$ cat src/rtl/cdb_arbiter_pkg.sv
// cdb_arbiter_pkg: shared CDB widths, no-lock tag and functional-unit request slots.
`ifndef Reg_Lock_W
`define Reg_Lock_W 6
`endif
`ifndef Data_Width
`define Data_Width 32
`endif
`ifndef Reg_No_Lock
`define Reg_No_Lock 6'h3f
`endif
`ifndef Cdb_Req_Num
`define Cdb_Req_Num 4
`endif
package cdb_arbiter_pkg;
  localparam int Reg_Lock_W = `Reg_Lock_W;
  localparam int Data_Width = `Data_Width;
  localparam int Cdb_Req_Num = `Cdb_Req_Num;
  localparam logic [Reg_Lock_W-1:0] Reg_No_Lock = `Reg_No_Lock;
  typedef enum logic [1:0] {
    SLOT_ALU = 2'd0,
    SLOT_BR  = 2'd1,
    SLOT_LD  = 2'd2,
    SLOT_ST  = 2'd3
  } cdb_slot_e;
endpackage

$ cat src/rtl/cdb_arbiter_rr_pick.sv
// cdb_arbiter_rr_pick: round-robin pick of the first set request at or after ptr.
module cdb_arbiter_rr_pick #(
  parameter int NUM_REQ = 4,
  parameter int PTR_W = $clog2(NUM_REQ)
) (
  input  logic [NUM_REQ-1:0] req,
  input  logic [PTR_W-1:0]   ptr,
  output logic [NUM_REQ-1:0] grant,
  output logic [PTR_W-1:0]   idx
);
  logic [2*NUM_REQ-1:0] dbl;
  logic [PTR_W-1:0] off;
  logic [PTR_W:0] sum;
  always_comb begin
    dbl = {req, req} >> ptr;
    off = '0;
    for (int i = NUM_REQ - 1; i >= 0; i--) off = dbl[i] ? PTR_W'(i) : off;
    sum = {1'b0, ptr} + {1'b0, off};
    idx = sum >= (PTR_W+1)'(NUM_REQ) ? PTR_W'(sum - (PTR_W+1)'(NUM_REQ)) : sum[PTR_W-1:0];
    grant = |req ? NUM_REQ'(1) << idx : '0;
  end
endmodule

$ cat src/rtl/cdb_arbiter.sv
// cdb_arbiter: round-robin common data bus arbiter and broadcast mux.
// Define CDB_OUT_REG_EN to register the broadcast (one-cycle latency).
module cdb_arbiter
  import cdb_arbiter_pkg::*;
#(
  parameter int NUM_REQ = Cdb_Req_Num,
  parameter int PTR_W = $clog2(NUM_REQ)
) (
  input  logic                          clk,
  input  logic                          rst,
  input  logic [NUM_REQ-1:0]            req,
  input  logic [NUM_REQ*Reg_Lock_W-1:0] req_index,
  input  logic [NUM_REQ*Data_Width-1:0] req_result,
  output logic [NUM_REQ-1:0]            grnt,
  output logic                          cdb_valid,
  output logic [Reg_Lock_W-1:0]         cdb_index,
  output logic [Data_Width-1:0]         cdb_result
);
  logic [PTR_W-1:0] ptr;
  logic [PTR_W-1:0] pick_idx;
  logic [NUM_REQ-1:0] pick_grant;
  logic bc_valid;
  logic [Reg_Lock_W-1:0] bc_index;
  logic [Data_Width-1:0] bc_result;
  cdb_arbiter_rr_pick #(.NUM_REQ(NUM_REQ), .PTR_W(PTR_W)) u_pick (
    .req  (req),
    .ptr  (ptr),
    .grant(pick_grant),
    .idx  (pick_idx)
  );
  // Reset masks the grant so no unit frees an entry whose result is never broadcast.
  always_comb begin
    grnt = rst ? '0 : pick_grant;
    bc_valid = |grnt;
    bc_index = bc_valid ? req_index[pick_idx*Reg_Lock_W +: Reg_Lock_W] : Reg_No_Lock;
    bc_result = bc_valid ? req_result[pick_idx*Data_Width +: Data_Width] : '0;
  end
  always_ff @(posedge clk) begin
    if (rst) ptr <= '0;
    else if (|grnt) ptr <= pick_idx == PTR_W'(NUM_REQ - 1) ? '0 : pick_idx + 1'b1;
  end
`ifdef CDB_OUT_REG_EN
  always_ff @(posedge clk) begin
    if (rst) begin
      cdb_valid <= 1'b0;
      cdb_index <= Reg_No_Lock;
      cdb_result <= '0;
    end else begin
      cdb_valid <= bc_valid;
      cdb_index <= bc_index;
      cdb_result <= bc_result;
    end
  end
`else
  assign cdb_valid = bc_valid;
  assign cdb_index = bc_index;
  assign cdb_result = bc_result;
`endif
endmodule

$ cat config.mk
export PLATFORM = sky130hd
export DESIGN_NAME = cdb_arbiter
export DESIGN_NICKNAME = d
export VERILOG_FILES = /design/src/rtl/cdb_arbiter_pkg.sv /design/src/rtl/cdb_arbiter_rr_pick.sv /design/src/rtl/cdb_arbiter.sv
export SDC_FILE = /design/constraint.sdc
export NUM_CORES = 1
export LEC_CHECK = 0
export BUFFER_PORTS_ARGS = -buffer_cell sky130_fd_sc_hd__buf_4
export CORE_AREA = 3 3 80 82
export CTS_CLUSTER_DIAMETER = 30
export DETAILED_ROUTE_END_ITERATION = 8
export DIE_AREA = 0 0 83 85
export PLACE_DENSITY = 0.77
export SETUP_SLACK_MARGIN = 0.4
export SLEW_MARGIN = 5
export SYNTH_ARGS = -nofsm -noshare
export SYNTH_HDL_FRONTEND = slang
export SYNTH_SLANG_ARGS = --single-unit
export TNS_END_PERCENT = 30
$ cat constraint.sdc
create_clock -name clk -period 7.1 [get_ports clk]
set_input_delay 2.13 -clock clk [delete_from_list [all_inputs] [get_ports clk]]
set_output_delay 2.13 -clock clk [all_outputs]
set_load 0.01 [all_outputs]
==> metrics.md <==
| Metric | Value |
|---|---|
| Worst skew pair latency | `0.22 ns` |
| Run status | `completed` |
| Initial antenna violation count | `0` |
| Post-synth top area share | `24.0%` |
| VDD IR-drop max | `0.000275 V` |
| Worst-Margin Slew | `0.720 ns` |
| TritonRoute pass-1 iters | `4` |
| Sw frac | `51.5%` |
| Non-Filler Instances | `508` |
| Crit path kind | `in2out` |
| Clock skew after layout | `0.00629 ns` |
| H-tree depth | `1` |
| Core Footprint | `0.00582 mm2` |
| Register share of total power | `2.2%` |
| Grt total ovfl | `0` |
| Busiest layer in global routing | `met2` |
| R2R Setup Slk | `3.76 ns` |
| Gr usage total | `22.3%` |
| Rows | `28` |
| Clock power share | `2.5%` |
| Antenna Nets Post-Route | `0` |
| Slew headroom | `50.7%` |
| Via count | `2737` |
| Post-Syn Area per Cell | `7.62 um2` |
| Routed wire length per instance | `16.9 um` |
| CP Max Fanout | `6` |
| # diodes | `0` |
| Syn nets | `401` |
| Hold_sp | `ptr[0]$_SDFFE_PP0P_` |
| Area delta synth->final | `111%` |
| Initial Util | `31.6%` |
| DR vias/cell | `5.39` |
| Worst Hold Class | `reg2reg` |
| Placed Cells incl. Taps | `495` |
| Largest register by flop count | `ptr` |
| CTS tree | `yes` |
| Longest Clk Path Bufs | `2` |
| Cell Area, Synth | `0.00184 mm2` |
| Reg clk slew, reported paths | `0.03 ns` |
| Met2 usage | `40.5%` |
| Commonest non-fill, non-tap cells in the layout | `207 x buf_4, 44 x mux2i_1, 34 x nor2b_1, 32 x a2111oi_0, 30 x a211oi_2` |
| Power per cell area | `487 mW/mm2` |
| Yosys reg bits | `2` |
| Sequential area share after synthesis | `2.18%` |
| Top post-synthesis cells by area | `mux2i_1 24%, a2111oi_0 15%, a211oi_1 13%` |
| NetSw | `969 uW` |
| Post-layout minimum cycle time | `6.84 ns` |
| Arrival time worst endpoint | `4.71 ns` |
| Met3 Usage GRT | `6.70%` |
| Die area | `0.00706 mm2` |
| CTS sink count | `2` |
| Crit share post-route | `96.3%` |
| Synthesis Warnings | `0` |
| Async set-reset flop share out of synthesis | `0%` |
| Layout cells sized above 1 | `63.0%` |
| Drt first-iter violations | `86` |
| Grt met1 use | `25.8%` |
| Layout fillers | `486` |
| Vias in the first global route | `2718` |
| GPL Wtd Cong | `0.825` |
| Cts bufs inserted | `3` |
| Setup crit end kind | `output pin` |
| Port bufs | `200` |
| Max reg flops | `2` |
| CTS Root Cell | `clkbuf_8` |
| Critical Path Start Type | `primary input` |
| EDFF count, synth | `0` |
| R2R Path Start | `ptr[0]$_SDFFE_PP0P_` |
| Synthesized instance count | `241` |
| Worst R2R Path Depth | `15` |
| Final setup violation count | `0` |
| Final TNS setup | `0 ns` |
| Data required time of the worst path | `4.97 ns` |
| Detailed Route WL | `8590 um` |
| Pleak | `0.00177 uW` |
| Combinational power share | `95.4%` |
| Synth cell types | `42` |
| IO Pins | `201` |
| Final hold violations | `0` |
| Chip Height | `85 um` |
| Global-route wire length before repair | `13100 um` |
| Max-cap violations | `0` |
| FF-to-FF End | `ptr[1]$_SDFFE_PP0P_` |
| Most used DFF post-synth | `dfxtp_1` |
| Int Pwr | `914 uW` |
| Hold endpoint | `ptr[0]$_SDFFE_PP0P_` |
| Hold path depth | `2` |
| Drc violations | `0` |
| RSZ-0062 raised after global routing | `true` |
| Post-DP HPWL | `6630 um` |
| Max Slew Vio Count | `0` |
| Die width | `83 um` |
| Largest net degree at the start of global routing | `58` |
| Top flop regs | `ptr x2` |
| Dominant cell type by area after synthesis | `mux2i_1` |
| Final #Nets | `595` |
| F_max | `146 MHz` |
| Commonest non-fill, non-tap cell in the layout | `buf_4` |
[cell usage after synthesis, types with 2 or more instances]
master,n
a2111oi_0,32
a211oi_1,32
a21o_1,7
a21oi_1,3
buf_2,5
buf_4,4
buf_6,3
clkbuf_1,18
dfxtp_1,2
ha_1,2
inv_1,2
mux2i_1,44
nor2_1,9
nor2b_1,34
nor3_1,6
o21ai_0,12
[routing by layer]
metal	part of all wire, %	vias up
met4	1.9	0
li1	-	1357
met2	52	120
met5	0	-
met3	7.3	18
met1	39	1242
[cells by family after synthesis]
family / Yosys count / synth area share (%)
fa+ha+maj: 2 / 1.36
mux: 45 / 24.8
xor+xnor: 2 / 0.954
compound gates: 96 / 41.8
buf+inv: 33 / 9.13
flops: 2 / 2.18
simple gates: 61 / 19.8
[area by class of cell]
| type | count | area, um2 | area share, % |
|---|---|---|---|
| multi-input cells | 206 | 1910 | 49.5 |
| repair buffers | 219 | 1770 | 45.7 |
| well taps | 75 | 93.8 | 2.43 |
| flip-flops and latches | 2 | 40.0 | 1.03 |
| inverters | 3 | 13.8 | 0.356 |
| clock buffers | 3 | 41.3 | 1.07 |
[power groups by stage]
stage / Sequential, uW / Combinational (uW) / Clock [uW]
after global routing: 42.8 / 1940 / 47.3
after global placement: 37.1 / 1690 / 0
after floorplan: 19.9 / 1220 / 0
final: 40.7 / 1800 / 46.2
after detailed placement: 37.8 / 1700 / 0
after CTS: 38.1 / 1760 / 48.0
[stage by stage]
| stage | hold slack (ns) | total power [uW] | utilization, % | setup WS, ns | cell area [um2] |
|---|---|---|---|---|---|
| 4_1_cts | 0.746 | 1850 | 65.2 | 0.297 | 3790 |
| 3_3_place_gp | 0.726 | 1730 | 62.5 | 0.271 | 3640 |
| 5_1_grt | 0.808 | 2030 | 66.5 | 0.133 | 3870 |
| 6_report | 0.768 | 1880 | 66.5 | 0.262 | 3870 |
| 2_1_floorplan | 0.707 | 1240 | - | 0.263 | 2140 |
| 3_5_place_dp | 0.743 | 1740 | 62.5 | 0.212 | 3640 |
[worst max-delay path, stage by stage]
cell       delay (ns)
buf_4            0.13
nor2_1           0.22
nor4_1           0.08
a211o_1          0.33
ha_4             0.21
xor2_4           0.17
a21oi_4          0.06
nor2_4           0.17
inv_4            0.05
ha_4             0.15
nand2b_4         0.14
o31ai_4          0.33
buf_6            0.17
clkbuf_16        0.14
a211oi_2         0.03
buf_4            0.18
[worst max path at each step]
stage	end	slack, ns	cells after the start	startpoint
finish	cdb_result[5]	0.26	16	req[3]
global route	cdb_result[5]	0.13	16	req[3]
CTS	cdb_result[7]	0.30	17	req[1]
detailed placement	cdb_result[7]	0.21	16	req[1]
global placement	cdb_result[5]	0.27	16	req[1]
floorplan	cdb_index[0]	0.26	17	req[0]
[timing repair]
| item | in CTS | in global routing |
|---|---|---|
| setup endpoints to repair | 39 | 40 |
| buffers inserted | 5 | 3 |
| hold buffers | 0 | 0 |
| endpoints found under the hold margin | 0 | 0 |
| resized for setup | 13 | 5 |
| gates cloned | 1 | 1 |
Power figures use the tool's default switching activity.
